--- src/rtl/memory_arbiter.sv ---
// Two-master memory arbiter. The CPU owns the bus by default. An external loader/DMA gets bounded
// bursts, and a guard cycle after each burst guarantees the CPU at least two enabled cycles between grants.
module memory_arbiter #(
    parameter int unsigned BURST_MAX = 4,
    parameter int unsigned DATA_W    = 16
) (
    input  logic              CLOCK,
    input  logic              RESET,
    input  logic [1:0]        cpu_ctrl_bus,
    input  logic [DATA_W-1:0] cpu_addr_bus,
    input  logic [DATA_W-1:0] cpu_write_bus,
    output logic [DATA_W-1:0] cpu_read_bus,
    output logic              cpu_enable,
    input  logic              ext_req,
    input  logic [1:0]        ext_ctrl,
    input  logic [DATA_W-1:0] ext_addr,
    input  logic [DATA_W-1:0] ext_wdata,
    output logic              ext_gnt,
    output logic [DATA_W-1:0] ext_rdata,
    output logic [1:0]        mem_ctrl,
    output logic [DATA_W-1:0] mem_addr,
    output logic [DATA_W-1:0] mem_wdata,
    input  logic [DATA_W-1:0] mem_rdata
);

    // Memory control encoding shared with the CPU and the memory.
    localparam logic [1:0] MEMORY_STAY  = 2'd0;
    localparam logic [1:0] MEMORY_READ  = 2'd1;
    localparam logic [1:0] MEMORY_WRITE = 2'd2;

    localparam logic [2:0] BURST_LAST = 3'(BURST_MAX - 1);

    typedef enum logic [1:0] {
        CPU_OWN = 2'd0,
        EXT_OWN = 2'd1,
        GUARD   = 2'd2
    } state_t;

    state_t     state_q, state_d;
    logic [2:0] burst_cnt_q, burst_cnt_d;

    always_comb begin
        // NOTE: defaults first so every path assigns every signal and no latch is inferred.
        state_d     = state_q;
        burst_cnt_d = burst_cnt_q;
        unique case (state_q)
            CPU_OWN: begin
                if (ext_req) begin
                    state_d     = EXT_OWN;
                    burst_cnt_d = 3'd0;
                end
            end
            EXT_OWN: begin
                // A dropped request always ends the grant, even if it would return next cycle.
                if (!ext_req) begin
                    state_d = GUARD;
                end else begin
                    burst_cnt_d = burst_cnt_q + 3'd1;
                    if (burst_cnt_q == BURST_LAST) begin
                        state_d = GUARD;
                    end
                end
            end
            GUARD: begin
                state_d = CPU_OWN;
            end
            default: begin
                state_d = CPU_OWN;
            end
        endcase
    end

    always_ff @(posedge CLOCK) begin
        // NOTE: non-blocking assignments so every register samples pre-edge values.
        if (RESET) begin
            state_q     <= CPU_OWN;
            burst_cnt_q <= 3'd0;
        end else begin
            state_q     <= state_d;
            burst_cnt_q <= burst_cnt_d;
        end
    end

    // Bus steering is combinational. The CPU's access in the request cycle completes before the handover.
    always_comb begin
        mem_ctrl     = cpu_ctrl_bus;
        mem_addr     = cpu_addr_bus;
        mem_wdata    = cpu_write_bus;
        cpu_read_bus = mem_rdata;
        cpu_enable   = 1'b1;
        ext_gnt      = 1'b0;
        ext_rdata    = '0;
        if (state_q == EXT_OWN) begin
            mem_ctrl     = ext_req ? ext_ctrl : MEMORY_STAY;
            mem_addr     = ext_addr;
            mem_wdata    = ext_wdata;
            cpu_read_bus = '0;
            cpu_enable   = 1'b0;
            ext_gnt      = 1'b1;
            ext_rdata    = mem_rdata;
        end
    end

endmodule
--- config.mk ---
export PLATFORM = sky130hd
export DESIGN_NAME = memory_arbiter
export DESIGN_NICKNAME = d
export VERILOG_FILES = /design/src/rtl/memory_arbiter.sv
export SDC_FILE = /design/constraint.sdc
export NUM_CORES = 1
export LEC_CHECK = 0
export BUFFER_PORTS_ARGS = -buffer_cell sky130_fd_sc_hd__buf_4
export CAP_MARGIN = 20
export CORE_ASPECT_RATIO = 0.6
export CORE_MARGIN = 10
export CORE_UTILIZATION = 30
export CTS_BUF_LIST = sky130_fd_sc_hd__clkbuf_4
export CTS_CLUSTER_DIAMETER = 200
export CTS_CLUSTER_SIZE = 30
export DETAILED_ROUTE_END_ITERATION = 16
export PLACE_DENSITY = 0.88
export SETUP_SLACK_MARGIN = 0.4
export SLEW_MARGIN = 20
export SYNTH_ARGS = -nofsm -noshare
export SYNTH_HDL_FRONTEND = slang
export SYNTH_SLANG_ARGS = --single-unit
--- constraint.sdc ---
create_clock -name CLOCK -period 2.75 [get_ports CLOCK]
set_input_delay 0.55 -clock CLOCK [delete_from_list [all_inputs] [get_ports CLOCK]]
set_output_delay 0.55 -clock CLOCK [all_outputs]
set_load 0.05 [all_outputs]
==> report_table.html <==
<table>
<tr><th>Metric</th><th>Value</th></tr>
<tr><th colspan="2">STA</th></tr>
<tr><td>Worst slew margin relative to its limit</td><td>79.6%</td></tr>
<tr><td>Final period util</td><td>78.0%</td></tr>
<tr><td>Number of setup violations in the final report</td><td>0</td></tr>
<tr><td>Final Critical Period</td><td>2.15 ns</td></tr>
<tr><td>Actual transition at the worst max-transition pin</td><td>around 0.3 ns</td></tr>
<tr><td>Fmax achieved</td><td>roughly 470 MHz</td></tr>
<tr><td>Final-layout setup total negative slack</td><td>0 ns</td></tr>
<tr><td>Fin. Hold Viols</td><td>0</td></tr>
<tr><td>Layout Skew</td><td>about 0.00018 ns</td></tr>
<tr><td>Final Max Slew Viols</td><td>0</td></tr>
<tr><td>Unrepaired setup endpoints after global routing</td><td>false</td></tr>
<tr><th colspan="2">Place</th></tr>
<tr><td>HPWL after DPL</td><td>between 4 and 5 mm</td></tr>
<tr><td>Port Buf Inserts</td><td>~150</td></tr>
<tr><td>DP Cell Count</td><td>about 360</td></tr>
<tr><td>Placer's final routability congestion estimate</td><td>around 0.75</td></tr>
<tr><th colspan="2">Clocking</th></tr>
<tr><td>Clock tree from TritonCTS</td><td>done</td></tr>
<tr><td>H-tree levels</td><td>1</td></tr>
<tr><td>Clk buf depth</td><td>2</td></tr>
<tr><td>Clock edge transition at the registers on the reported setup and hold paths</td><td>0.05 ns</td></tr>
<tr><td>CTS buffer count</td><td>3</td></tr>
<tr><td>Hold buffer count at cts</td><td>0</td></tr>
<tr><td>Clock latency of the later-clocked register in the worst-skew pair</td><td>0.25 ns</td></tr>
<tr><td># Post-CTS Setup Buffers</td><td>0</td></tr>
<tr><td>Post-CTS sizing</td><td>0</td></tr>
<tr><td>Clock Tree Root</td><td>clkbuf_4</td></tr>
<tr><td>CTS sink count</td><td>5</td></tr>
<tr><th colspan="2">Synth</th></tr>
<tr><td>Part of the Yosys area used for sequential elements</td><td>between 10% and 20%</td></tr>
<tr><td>Area leader, netlist</td><td>nand2_1</td></tr>
<tr><td>Synthesized area</td><td>902 µm²</td></tr>
<tr><td>Synthesized Nets</td><td>around 260</td></tr>
<tr><td>Area fraction of the dominant cell type after synthesis</td><td>42.9%</td></tr>
<tr><td>YS warnings</td><td>0</td></tr>
<tr><td>Instance count of the mapped netlist</td><td>around 170</td></tr>
<tr><td>Top area cells in the synthesized netlist</td><td>nand2_1, and2_1, dfxtp_1, buf_6, ha_1</td></tr>
<tr><td>Number of flip-flops and latches in the synthesized netlist</td><td>5</td></tr>
<tr><td>Distinct cells, synth</td><td>16</td></tr>
<tr><td>Synthesized area divided by synthesized cell count</td><td>~5.3 µm²</td></tr>
<tr><th colspan="2">Critical path</th></tr>
<tr><td>Kind of critical path</td><td>flip-flop to primary output</td></tr>
<tr><td>Data required, critical path</td><td>between 2 and 2.5 ns</td></tr>
<tr><td>Family with the most delay on the worst path</td><td>buffers and inverters</td></tr>
<tr><td>Critical path cell sequence</td><td>nand2b_2, inv_6, and2_1, buf_4</td></tr>
<tr><td>CP endpoint kind</td><td>primary output</td></tr>
<tr><td>CP max-delay cell</td><td>dfxtp_1</td></tr>
<tr><td>Buffers plus inverters on the worst setup path</td><td>2</td></tr>
<tr><td>Critical Path Max Stage Delay</td><td>approximately 0.4 ns</td></tr>
<tr><td>Crit path launch type</td><td>flip-flop</td></tr>
<tr><td>Biggest fanout along the worst timing path</td><td>just over 50</td></tr>
<tr><td>R2R Setup Slk</td><td>between 1.5 and 2 ns</td></tr>
<tr><td>Worst EP arrival</td><td>roughly 1.6 ns</td></tr>
<tr><th colspan="2">Floorplan</th></tr>
<tr><td>Horizontal extent of the die</td><td>just over 90 µm</td></tr>
<tr><td>Vertical die dimension</td><td>around 62 µm</td></tr>
<tr><td>Row count</td><td>15</td></tr>
<tr><td>Floorplan die area</td><td>0.00567 mm²</td></tr>
<tr><td>Number of primary I/O pins</td><td>around 160</td></tr>
<tr><td>Initial core utilization</td><td>about a third</td></tr>
<tr><td>Floorplan core area</td><td>approximately 0.0029 mm²</td></tr>
<tr><th colspan="2">Cells and area</th></tr>
<tr><td>Fillers</td><td>248</td></tr>
<tr><td>Final #Nets</td><td>408</td></tr>
<tr><td>Final Util</td><td>between 70 and 80%</td></tr>
<tr><td>Antenna cells</td><td>0</td></tr>
<tr><td>Synthesis-to-layout area growth</td><td>129%</td></tr>
<tr><td>Fraction of layout cells with a size suffix above 1</td><td>roughly 51%</td></tr>
<tr><td>Post-layout instance count excluding filler cells</td><td>360</td></tr>
<tr><th colspan="2">Job</th></tr>
<tr><td>Max Cap Violations</td><td>0</td></tr>
<tr><th colspan="2">Power</th></tr>
<tr><td>Reported leakage power</td><td>around 1.2 nW</td></tr>
<tr><td>Power density normalized to cell area</td><td>approximately 360 mW/mm²</td></tr>
<tr><td>Worst vdd rail ir drop</td><td>roughly 0.27 mV</td></tr>
<tr><td>Overall power</td><td>roughly 0.00074 W</td></tr>
<tr><th colspan="2">Routing</th></tr>
<tr><td>First-pass iteration count of the detailed router</td><td>4</td></tr>
<tr><td>Average detailed-routed wire length per instance</td><td>around 15 µm</td></tr>
<tr><td># DRC</td><td>0</td></tr>
<tr><td>Post-Route WL</td><td>between 5 and 6 mm</td></tr>
<tr><td>Residual antenna-violating net count after detailed routing</td><td>0</td></tr>
<tr><td>Total via count after detailed routing</td><td>between 1500 and 2000</td></tr>
<tr><td>Iteration-0 DRC Markers</td><td>48</td></tr>
<tr><td>Via-per-instance ratio</td><td>4.37</td></tr>
<tr><th colspan="2">Global routing</th></tr>
<tr><td>Wire length of the first global-routing pass</td><td>about 8.3 mm</td></tr>
<tr><td>Global-route congestion overflow total</td><td>0</td></tr>
<tr><td>Initial antenna violation count</td><td>0</td></tr>
<tr><td>Largest net degree at the start of global routing</td><td>52</td></tr>
<tr><td>Via count of the first global-routing pass</td><td>about 1600</td></tr>
<tr><td>Global-route usage over all layers</td><td>between 15 and 20%</td></tr>
<tr><th colspan="2">Worst hold path</th></tr>
<tr><td>Kind of path behind the tightest hold check</td><td>flip-flop to flip-flop</td></tr>
<tr><th colspan="2">Status</th></tr>
<tr><td>Run status</td><td>complete, no violations</td></tr>
</table>
flip-flops by register name, summed over array words and instances (netlist names):
name         cells
burst_cnt_q      3
state_q          2
report_power, final:
group	switching, W	total [W]	leakage, nW	internal [W]
combinational	0.000363	0.000565	1.18	0.000202
clock	0.0000349	0.0000999	0.0184	0.0000650
sequential	0.00000183	0.0000765	0.0407	0.0000746
worst paths after layout:
check	endpoint	startpoint	cells past startpoint
max	ext_rdata[1]	state_q[0]	4
min	burst_cnt_q[2]	burst_cnt_q[2]	2
max reg2reg	burst_cnt_q[2]	burst_cnt_q[0]	4
min reg2reg	burst_cnt_q[2]	burst_cnt_q[2]	2
through the flow:
stage	area (µm²)	setup WS [ns]	hold slack, ns
floorplan	902	0.882	0.426
global placement	2030	0.901	0.443
detailed placement	2030	0.863	0.445
CTS	2060	0.590	0.459
global route	2060	0.451	0.481
finish	2060	0.605	0.462
cells in the mapped netlist:
master	number
nor3_1	1
ha_1	2
dfxtp_1	5
nand2_1	103
nand3b_1	2
inv_1	1
nor2b_1	2
a211oi_1	1
inv_6	1
buf_2	4
buf_4	1
and2_1	32
a21oi_1	3
nand2b_1	2
nand3_1	3
buf_6	6
routing by layer:
metal / global-route usage (%) / share of wire, % / up-vias
met2: 30.9 / 47 / 99
li1: - / - / 807
met3: 10.4 / 14 / 8
met1: 17.3 / 38 / 660
met5: 0 / 0 / -
met4: 4.47 / 1.5 / 0
area by class of cell:
cell class	instances	area, µm²	area share [%]
timing repair buffer	156	1170	56.8
inverter	2	12.5	0.606
clock buffer	4	30.0	1.46
multi-input combinational	151	697	33.8
tap	42	52.6	2.55
sequential	5	100	4.85
placed cells by master (no fill, tap or decap):
cell | netlist | routed
nand2b_1 | 2 | 1
nor2b_1 | 2 | 2
a211oi_1 | 1 | 1
buf_4 | 1 | 156
inv_6 | 1 | 1
nand3b_1 | 2 | 2
and2_1 | 32 | 32
inv_1 | 1 | 1
dfxtp_1 | 5 | 5
nand2b_2 | 0 | 1
a21oi_1 | 3 | 3
clkbuf_4 | 0 | 4
nor3_1 | 1 | 1
ha_1 | 2 | 2
nand2_1 | 103 | 103
nand3_1 | 3 | 3
tightest hold or removal path, delay by kind of cell, from the launching register on:
kind	cells	cell delay, ns
AOI/OAI and AO/OA	1	0.05
DFF	1	0.31
and+or+nand+nor	1	0.06
kinds of logic after synthesis:
kind of cell / count (synthesis) / share of synthesized area, %
AND/OR/NAND/NOR: 145 / 71.7
buffers and inverters: 13 / 11.9
flip-flops: 5 / 11.1
AO/OA/AOI/OAI: 4 / 2.50
adder cells (fa/ha/maj): 2 / 2.77
Note: power is estimated with default switching activity, not from simulation.
